[src/rtl/seq_divider_pkg.sv]
// -----------------------------------------------------------------------------
// seq_divider_pkg
// Shared definitions for the iterative restoring divider:
//   - FSM state encoding (enum plus plain localparam constants for legacy users)
//   - counter width helper and divider latency helper
// No ports (package).
// -----------------------------------------------------------------------------
package seq_divider_pkg;

   typedef enum logic [1:0] {
      ST_IDLE = 2'd0,
      ST_CALC = 2'd1,
      ST_DONE = 2'd2
   } state_e;

   localparam logic [1:0] S_IDLE = 2'd0;
   localparam logic [1:0] S_CALC = 2'd1;
   localparam logic [1:0] S_DONE = 2'd2;

   // Bits needed to count WIDTH-1 down to 0 (WIDTH >= 2, so never below 1).
   function automatic int cnt_width(input int w);
      return (w <= 2) ? 1 : $clog2(w);
   endfunction

   // Edges from operand accept to out_valid for a non-zero divisor.
   function automatic int div_latency(input int w);
      return w;
   endfunction

endpackage

[src/rtl/seq_divider_div_step.sv]
// -----------------------------------------------------------------------------
// seq_divider_div_step
// One combinational restoring-division iteration: shift the next dividend bit
// into the partial remainder and subtract the divisor if it fits.
// Ports:
//   i_prem    [WIDTH:0]   current partial remainder
//   i_bit                 next dividend bit (MSB first)
//   i_divisor [WIDTH-1:0] divisor
//   o_prem    [WIDTH:0]   next partial remainder
//   o_qbit                quotient bit produced by this iteration
// -----------------------------------------------------------------------------
module seq_divider_div_step #(
   parameter int WIDTH = 16
) (
   input  logic [WIDTH:0]   i_prem,
   input  logic             i_bit,
   input  logic [WIDTH-1:0] i_divisor,
   output logic [WIDTH:0]   o_prem,
   output logic             o_qbit
);

   logic [WIDTH:0] w_shift;
   logic [WIDTH:0] w_div_ext;
   logic           w_unused_top;

   // The incoming remainder is always < divisor, so its top bit is zero and
   // dropping it in the shift loses nothing; the extra bit exists so that the
   // shifted value can reach 2*D-1 for divisors >= 2^(WIDTH-1).
   assign w_unused_top = i_prem[WIDTH];
   assign w_shift      = {i_prem[WIDTH-1:0], i_bit};
   assign w_div_ext    = {1'b0, i_divisor};
   assign o_qbit       = (w_shift >= w_div_ext);
   assign o_prem       = o_qbit ? (w_shift - w_div_ext) : w_shift;

endmodule

[src/rtl/seq_divider.sv]
// -----------------------------------------------------------------------------
// seq_divider
// Iterative restoring unsigned divider, one quotient bit per clock.
// Optional signed mode: define SEQ_DIVIDER_SIGNED_EN to add the signed_op port
// (two's complement operands, quotient truncated toward zero, remainder takes
// the dividend's sign).
//
// Handshakes: a transfer happens on a rising edge where valid && ready are both
// high. in_ready is high only in IDLE, out_valid only in DONE, so an operand
// accept and a result release can never share an edge. Once out_valid is high
// the result stays stable until the release edge.
//
// Ports:
//   clk, rst_n              clock, asynchronous active-low reset
//   in_valid / in_ready     operand handshake
//   dividend, divisor       operands N, D (WIDTH bits)
//   signed_op               (SEQ_DIVIDER_SIGNED_EN only) operands are signed
//   out_valid / out_ready   result handshake
//   quotient, remainder     N / D, N mod D
//   div_by_zero             result came from D == 0
//   busy                    high in CALC or DONE
//   o_state                 FSM state (debug)
// -----------------------------------------------------------------------------
module seq_divider
   import seq_divider_pkg::*;
#(
   parameter int WIDTH = 16
) (
   input  logic             clk,
   input  logic             rst_n,
   input  logic             in_valid,
   output logic             in_ready,
   input  logic [WIDTH-1:0] dividend,
   input  logic [WIDTH-1:0] divisor,
`ifdef SEQ_DIVIDER_SIGNED_EN
   input  logic             signed_op,
`endif
   output logic             out_valid,
   input  logic             out_ready,
   output logic [WIDTH-1:0] quotient,
   output logic [WIDTH-1:0] remainder,
   output logic             div_by_zero,
   output logic             busy,
   output logic [1:0]       o_state
);

   localparam int              CNT_W       = cnt_width(WIDTH);
   localparam int              DIV_LATENCY = div_latency(WIDTH);
   localparam logic [CNT_W-1:0] CNT_MAX    = CNT_W'(DIV_LATENCY - 1);

   logic [1:0]       r_state;
   logic [CNT_W-1:0] r_cnt;
   logic [WIDTH-1:0] r_n;
   logic [WIDTH-1:0] r_d;
   logic [WIDTH-1:0] r_q;
   logic [WIDTH:0]   r_p;
   logic             r_dbz;

   logic             w_accept;
   logic             w_release;
   logic [WIDTH-1:0] w_n_mag;
   logic [WIDTH-1:0] w_d_mag;
   logic [WIDTH:0]   w_p_next;
   logic             w_qbit;
   logic [WIDTH-1:0] w_q_next;
   logic [WIDTH-1:0] w_q_fin;
   logic [WIDTH-1:0] w_r_fin;

   assign in_ready    = (r_state == S_IDLE);
   assign out_valid   = (r_state == S_DONE);
   assign busy        = (r_state != S_IDLE);
   assign o_state     = r_state;
   assign quotient    = r_q;
   assign remainder   = r_p[WIDTH-1:0];
   assign div_by_zero = r_dbz;

   assign w_accept  = in_valid && in_ready;
   assign w_release = out_valid && out_ready;

`ifdef SEQ_DIVIDER_SIGNED_EN
   logic r_neg_q;
   logic r_neg_r;
   logic w_n_neg;
   logic w_d_neg;

   assign w_n_neg = signed_op && dividend[WIDTH-1];
   assign w_d_neg = signed_op && divisor[WIDTH-1];
   // The core only ever sees magnitudes; -MIN wraps to MIN, which is the
   // correct unsigned magnitude.
   assign w_n_mag = w_n_neg ? (~dividend + 1'b1) : dividend;
   assign w_d_mag = w_d_neg ? (~divisor + 1'b1) : divisor;
   // Sign fix-up is folded into the final CALC edge so latency is unchanged.
   // MIN / -1 naturally yields MIN with remainder 0.
   assign w_q_fin = r_neg_q ? (~w_q_next + 1'b1) : w_q_next;
   assign w_r_fin = r_neg_r ? (~w_p_next[WIDTH-1:0] + 1'b1) : w_p_next[WIDTH-1:0];

   always_ff @(posedge clk or negedge rst_n) begin
      if (!rst_n) begin
         r_neg_q <= 1'b0;
         r_neg_r <= 1'b0;
      end else if (w_accept) begin
         r_neg_q <= w_n_neg ^ w_d_neg;
         r_neg_r <= w_n_neg;
      end
   end
`else
   assign w_n_mag = dividend;
   assign w_d_mag = divisor;
   assign w_q_fin = w_q_next;
   assign w_r_fin = w_p_next[WIDTH-1:0];
`endif

   seq_divider_div_step #(
      .WIDTH (WIDTH)
   ) u_div_step (
      .i_prem    (r_p),
      .i_bit     (r_n[r_cnt]),
      .i_divisor (r_d),
      .o_prem    (w_p_next),
      .o_qbit    (w_qbit)
   );

   always_comb begin
      w_q_next        = r_q;
      w_q_next[r_cnt] = w_qbit;
   end

   always_ff @(posedge clk or negedge rst_n) begin
      if (!rst_n) begin
         r_state <= S_IDLE;
         r_cnt   <= '0;
         r_n     <= '0;
         r_d     <= '0;
         r_q     <= '0;
         r_p     <= '0;
         r_dbz   <= 1'b0;
      end else begin
         case (r_state)
            S_IDLE: begin
               if (w_accept) begin
                  r_n <= w_n_mag;
                  r_d <= w_d_mag;
                  if (divisor == '0) begin
                     // Divide by zero: publish immediately, remainder = N as given.
                     r_q     <= '1;
                     r_p     <= {1'b0, dividend};
                     r_dbz   <= 1'b1;
                     r_state <= S_DONE;
                  end else begin
                     r_q     <= '0;
                     r_p     <= '0;
                     r_dbz   <= 1'b0;
                     r_cnt   <= CNT_MAX;
                     r_state <= S_CALC;
                  end
               end
            end
            S_CALC: begin
               if (r_cnt == '0) begin
                  r_q     <= w_q_fin;
                  r_p     <= {1'b0, w_r_fin};
                  r_state <= S_DONE;
               end else begin
                  r_q   <= w_q_next;
                  r_p   <= w_p_next;
                  r_cnt <= r_cnt - 1'b1;
               end
            end
            S_DONE: begin
               if (w_release) begin
                  r_state <= S_IDLE;
               end
            end
            default: r_state <= S_IDLE;
         endcase
      end
   end

endmodule

[config.mk]
export PLATFORM = sky130hd
export DESIGN_NAME = seq_divider
export DESIGN_NICKNAME = d
export VERILOG_FILES = /design/src/rtl/seq_divider_pkg.sv /design/src/rtl/seq_divider_div_step.sv /design/src/rtl/seq_divider.sv
export SDC_FILE = /design/constraint.sdc
export NUM_CORES = 1
export LEC_CHECK = 0
export CORE_MARGIN = 3
export CORE_UTILIZATION = 54
export CTS_CLUSTER_SIZE = 40
export DETAILED_ROUTE_END_ITERATION = 8
export GPL_ROUTABILITY_DRIVEN = 0
export PLACE_DENSITY = 0.81
export SLEW_MARGIN = 20
export SYNTH_ARGS = -nofsm -noshare
export SYNTH_HDL_FRONTEND = slang
export SYNTH_SLANG_ARGS = --single-unit
[constraint.sdc]
create_clock -name clk -period 4.8 [get_ports clk]
set_input_delay 0.72 -clock clk [delete_from_list [all_inputs] [get_ports clk]]
set_output_delay 0.72 -clock clk [all_outputs]
set_load 0.03 [all_outputs]
==> impl_metrics.json <==
{
  "critical_path_peak_fanout": 23,
  "tritoncts": "yes",
  "placementRows": 31,
  "clockRootBuffer": "sky130_fd_sc_hd__clkbuf_8",
  "grt_pass1_vias": 3825,
  "synth_top_flop_cell": "sky130_fd_sc_hd__dfrtp_1",
  "synth.ff_latch_count": 71,
  "drt_pre_antenna_iters": 4,
  "number_of_antenna_diodes": 0,
  "timing.critical_path.max_delay_family": "multiplexers",
  "finalClockSkew_ns": 0.0103,
  "post-synth-top-area-cell": "sky130_fd_sc_hd__dfrtp_1",
  "grt_antenna_before_repair": 0,
  "reg2reg_setup_slack_ns": 0.83,
  "syn-mean-instance-area_um2": 8.75,
  "worst_ep_arrival_ns": 4.21,
  "grt.overflow.total": 0,
  "totalWireLength_um": 11200,
  "numClockSinks": 71,
  "yosysMostFrequentCell": "sky130_fd_sc_hd__nand2_1",
  "power.ir.vdd_worst_mv": 0.472,
  "cts.clk_slew.worst_paths_ns": 0.09,
  "syn_nets": 549,
  "coreArea_um2": 7490,
  "initial_core_util_pct": 57.5,
  "power.density_nw_per_um2": 902,
  "holdBufCountCts": 0,
  "dp.final_hpwl_um": 8200,
  "area.sequential_um2": 1780,
  "finalNetCount": 607,
  "r2r.worst_path.cells": 12,
  "design.die.area_um2": 9080,
  "synth_seq_area_share_pct": 41.3,
  "reg2reg_to": "quotient[1]",
  "num_vias": 3884,
  "worst_r2r_start": "r_cnt[0]",
  "postCtsResizedCells": 0,
  "report.final.slew_viol_count": 0,
  "hold_violations": 0,
  "ranking_of_synthesized_cells_by_instance_count": "sky130_fd_sc_hd__nand2_1 (92), sky130_fd_sc_hd__dfrtp_1 (71), sky130_fd_sc_hd__a21oi_1 (47)",
  "synth_top_area_share_pct": 41.3,
  "synth-edff-count": 0,
  "clock.fmax_mhz": 252,
  "pin_count_of_the_biggest_net_entering_global_routing": 43,
  "post_synthesis_cell_count": 492,
  "finalSetupTns_ns": 0,
  "grt_pass1_wl_um": 18500,
  "syn_to_final_growth_pct": 23.3,
  "max_stage_delay_ns": 0.56,
  "detail_route.wl_per_cell_um": 17.2,
  "clock_path_buffers": 2,
  "chipWidth_um": 95.3,
  "worstMarginPinSlew_ns": 1.07,
  "floorplan.die.height_um": 95.3,
  "max_cap_viol_count": 0,
  "critical_path_launch_point": "r_cnt[0]",
  "post_route_cells_drive_above_1_share_pct": 7.39,
  "global_route.usage.total_pct": 26.3,
  "setup_cp_type": "flip-flop to flip-flop",
  "syn_area_um2": 4310,
  "drcViolationCount": 0,
  "timing.critical_path.buf_inv": 2,
  "multi_input_area_um2": 2300,
  "worst_ep_required_time_ns": 5.05,
  "setup_repair_after_global_routing_missed_its_margin": "false",
  "avgViaCountPerCell": 5.94,
  "max-slew-margin-rel_pct": 28.3,
  "run_status": "finished, final reports clean",
  "numCtsBuffers": 9,
  "power.static_leakage_nw": 2.32,
  "period_share_pct": 82.7,
  "end_kind": "flip-flop",
  "layout_min_cycle_time_ns": 3.97,
  "layout.core_utilization_pct": 70.9,
  "first_iter_violations": 259,
  "synth-async-reset-ratio_pct": 100,
  "startpoint_type": "flip-flop",
  "antenna_violating_nets_post_route": 0,
  "cts.repair_timing.setup_buffer_count": 0,
  "io_buffers": 73,
  "setup_viol_count_final": 0,
  "cpMaxStageDelayCell": "sky130_fd_sc_hd__dfrtp_1",
  "syn_warnings": 0,
  "clock_insertion_delay_worst_skew_ns": 0.36,
  "ioPinCount": 74,
  "critical_path.cell_chain": "mux4_2 > mux4_2 > inv_1 > ha_1 > nand2b_1 > a21oi_1 > o31ai_4 > nor3_4 > nor3_4 > buf_4 > a21oi_1 > o32a_1",
  "synth.distinct_cells": 56,
  "post_synth_main_area_contributors": "sky130_fd_sc_hd__dfrtp_1 (41%), sky130_fd_sc_hd__nand2_1 (8.0%), sky130_fd_sc_hd__ha_1 (5.8%)",
  "cts-htree-levels": 3,
  "n_fill_cell": 580,
  "hold_class": "primary input to async pin"
}
==> sequential cells by signal, indices dropped and copies added, names as in the netlist <==
name	count
quotient	16
o_state	2
div_by_zero	1
r_cnt	4
r_p	16
r_d	16
r_n	16
==> kinds of logic (layout without fill, tap and decap cells) <==
logic type	after synthesis	after routing	share of synthesized area, %
XOR/XNOR	12	12	2.44
buffers and inverters	55	118	5.32
AND/OR/NAND/NOR	184	184	19.7
flip-flops	71	71	41.3
adder cells (fa/ha/maj)	21	21	6.28
multiplexers	15	15	5.00
AO/OA/AOI/OAI	134	134	20.0
==> worst register-to-register path, stage by stage, from the launching register on <==
cell and delay [ns]:
sky130_fd_sc_hd__dfrtp_1 0.56, sky130_fd_sc_hd__mux4_2 0.56, sky130_fd_sc_hd__mux4_2 0.48, sky130_fd_sc_hd__inv_1 0.10, sky130_fd_sc_hd__ha_1 0.19, sky130_fd_sc_hd__nand2b_1 0.13
sky130_fd_sc_hd__a21oi_1 0.13, sky130_fd_sc_hd__o31ai_4 0.33, sky130_fd_sc_hd__nor3_4 0.09, sky130_fd_sc_hd__nor3_4 0.54, sky130_fd_sc_hd__buf_4 0.40, sky130_fd_sc_hd__a21oi_1 0.14
sky130_fd_sc_hd__o32a_1 0.21
==> where the power goes <==
group / switching, mW / internal (mW) / total (mW)
logic: 1.76 / 1.27 / 3.03
clock network: 0.250 / 0.363 / 0.613
registers: 0.251 / 0.895 / 1.15
total: 2.26 / 2.53 / 4.79
==> worst max path at each step <==
stage / to / slack, ns / cells past startpoint
6_report: quotient[1] / 0.83 / 12
5_1_grt: quotient[1] / 0.60 / 12
4_1_cts: quotient[1] / 0.85 / 12
3_5_place_dp: r_p[10] / 0.88 / 12
3_3_place_gp: quotient[0] / 1.03 / 12
2_1_floorplan: r_p[12] / 1.39 / 13
==> cells in the final DEF (no fill, tap or decap), types with 5 or more instances in the layout <==
| master | Yosys | routed |
|---|---|---|
| sky130_fd_sc_hd__buf_4 | 3 | 5 |
| sky130_fd_sc_hd__a21oi_1 | 47 | 47 |
| sky130_fd_sc_hd__o32a_1 | 15 | 15 |
| sky130_fd_sc_hd__mux2i_1 | 8 | 8 |
| sky130_fd_sc_hd__o21ai_1 | 6 | 6 |
| sky130_fd_sc_hd__nor4_1 | 6 | 6 |
| sky130_fd_sc_hd__clkdlybuf4s50_1 | 0 | 72 |
| sky130_fd_sc_hd__o22ai_1 | 6 | 6 |
| sky130_fd_sc_hd__nand2b_1 | 7 | 7 |
| sky130_fd_sc_hd__o21ai_0 | 25 | 25 |
| sky130_fd_sc_hd__nor3_1 | 6 | 6 |
| sky130_fd_sc_hd__nand3_1 | 6 | 6 |
| sky130_fd_sc_hd__clkbuf_8 | 0 | 10 |
| sky130_fd_sc_hd__inv_1 | 24 | 24 |
| sky130_fd_sc_hd__ha_1 | 20 | 20 |
| sky130_fd_sc_hd__a31oi_1 | 10 | 10 |
| sky130_fd_sc_hd__xnor2_1 | 8 | 8 |
| sky130_fd_sc_hd__nand2_1 | 92 | 92 |
| sky130_fd_sc_hd__dfrtp_1 | 71 | 71 |
| sky130_fd_sc_hd__mux4_2 | 5 | 5 |
| sky130_fd_sc_hd__nor2_1 | 46 | 46 |
==> stage by stage <==
step,area [um^2],total power [mW],setup WS (ns),cells,hold slack [ns]
3_3_place_gp,5060,4.04,1.03,638,0.462
3_5_place_dp,5060,4.13,0.876,638,0.467
4_1_cts,5310,4.77,0.849,654,0.452
2_1_floorplan,4310,3.35,1.39,492,0.424
5_1_grt,5310,5.14,0.598,654,0.490
6_report,5310,4.79,0.832,654,0.424
==> area by class of cell <==
type                            count  share of cell area, %
Clock buffer                       10                   2.59
Clock inverter                      6                   2.17
Inverter                           24                   1.70
Multi-Input combinational cell    366                   43.4
Sequential cell                    71                   33.5
Tap cell                           99                   2.33
Timing Repair Buffer               78                   14.4
==> layer usage <==
metal | track usage, % | up-vias | wire length, um
met1 | 33.3 | 1879 | 4570
li1 | - | 1845 | -
met5 | 0 | - | 0
met4 | 7.45 | 0 | 171
met2 | 46.0 | 143 | 5680
met3 | 4.81 | 17 | 812
No activity file was read; power rests on OpenSTA's default activity.
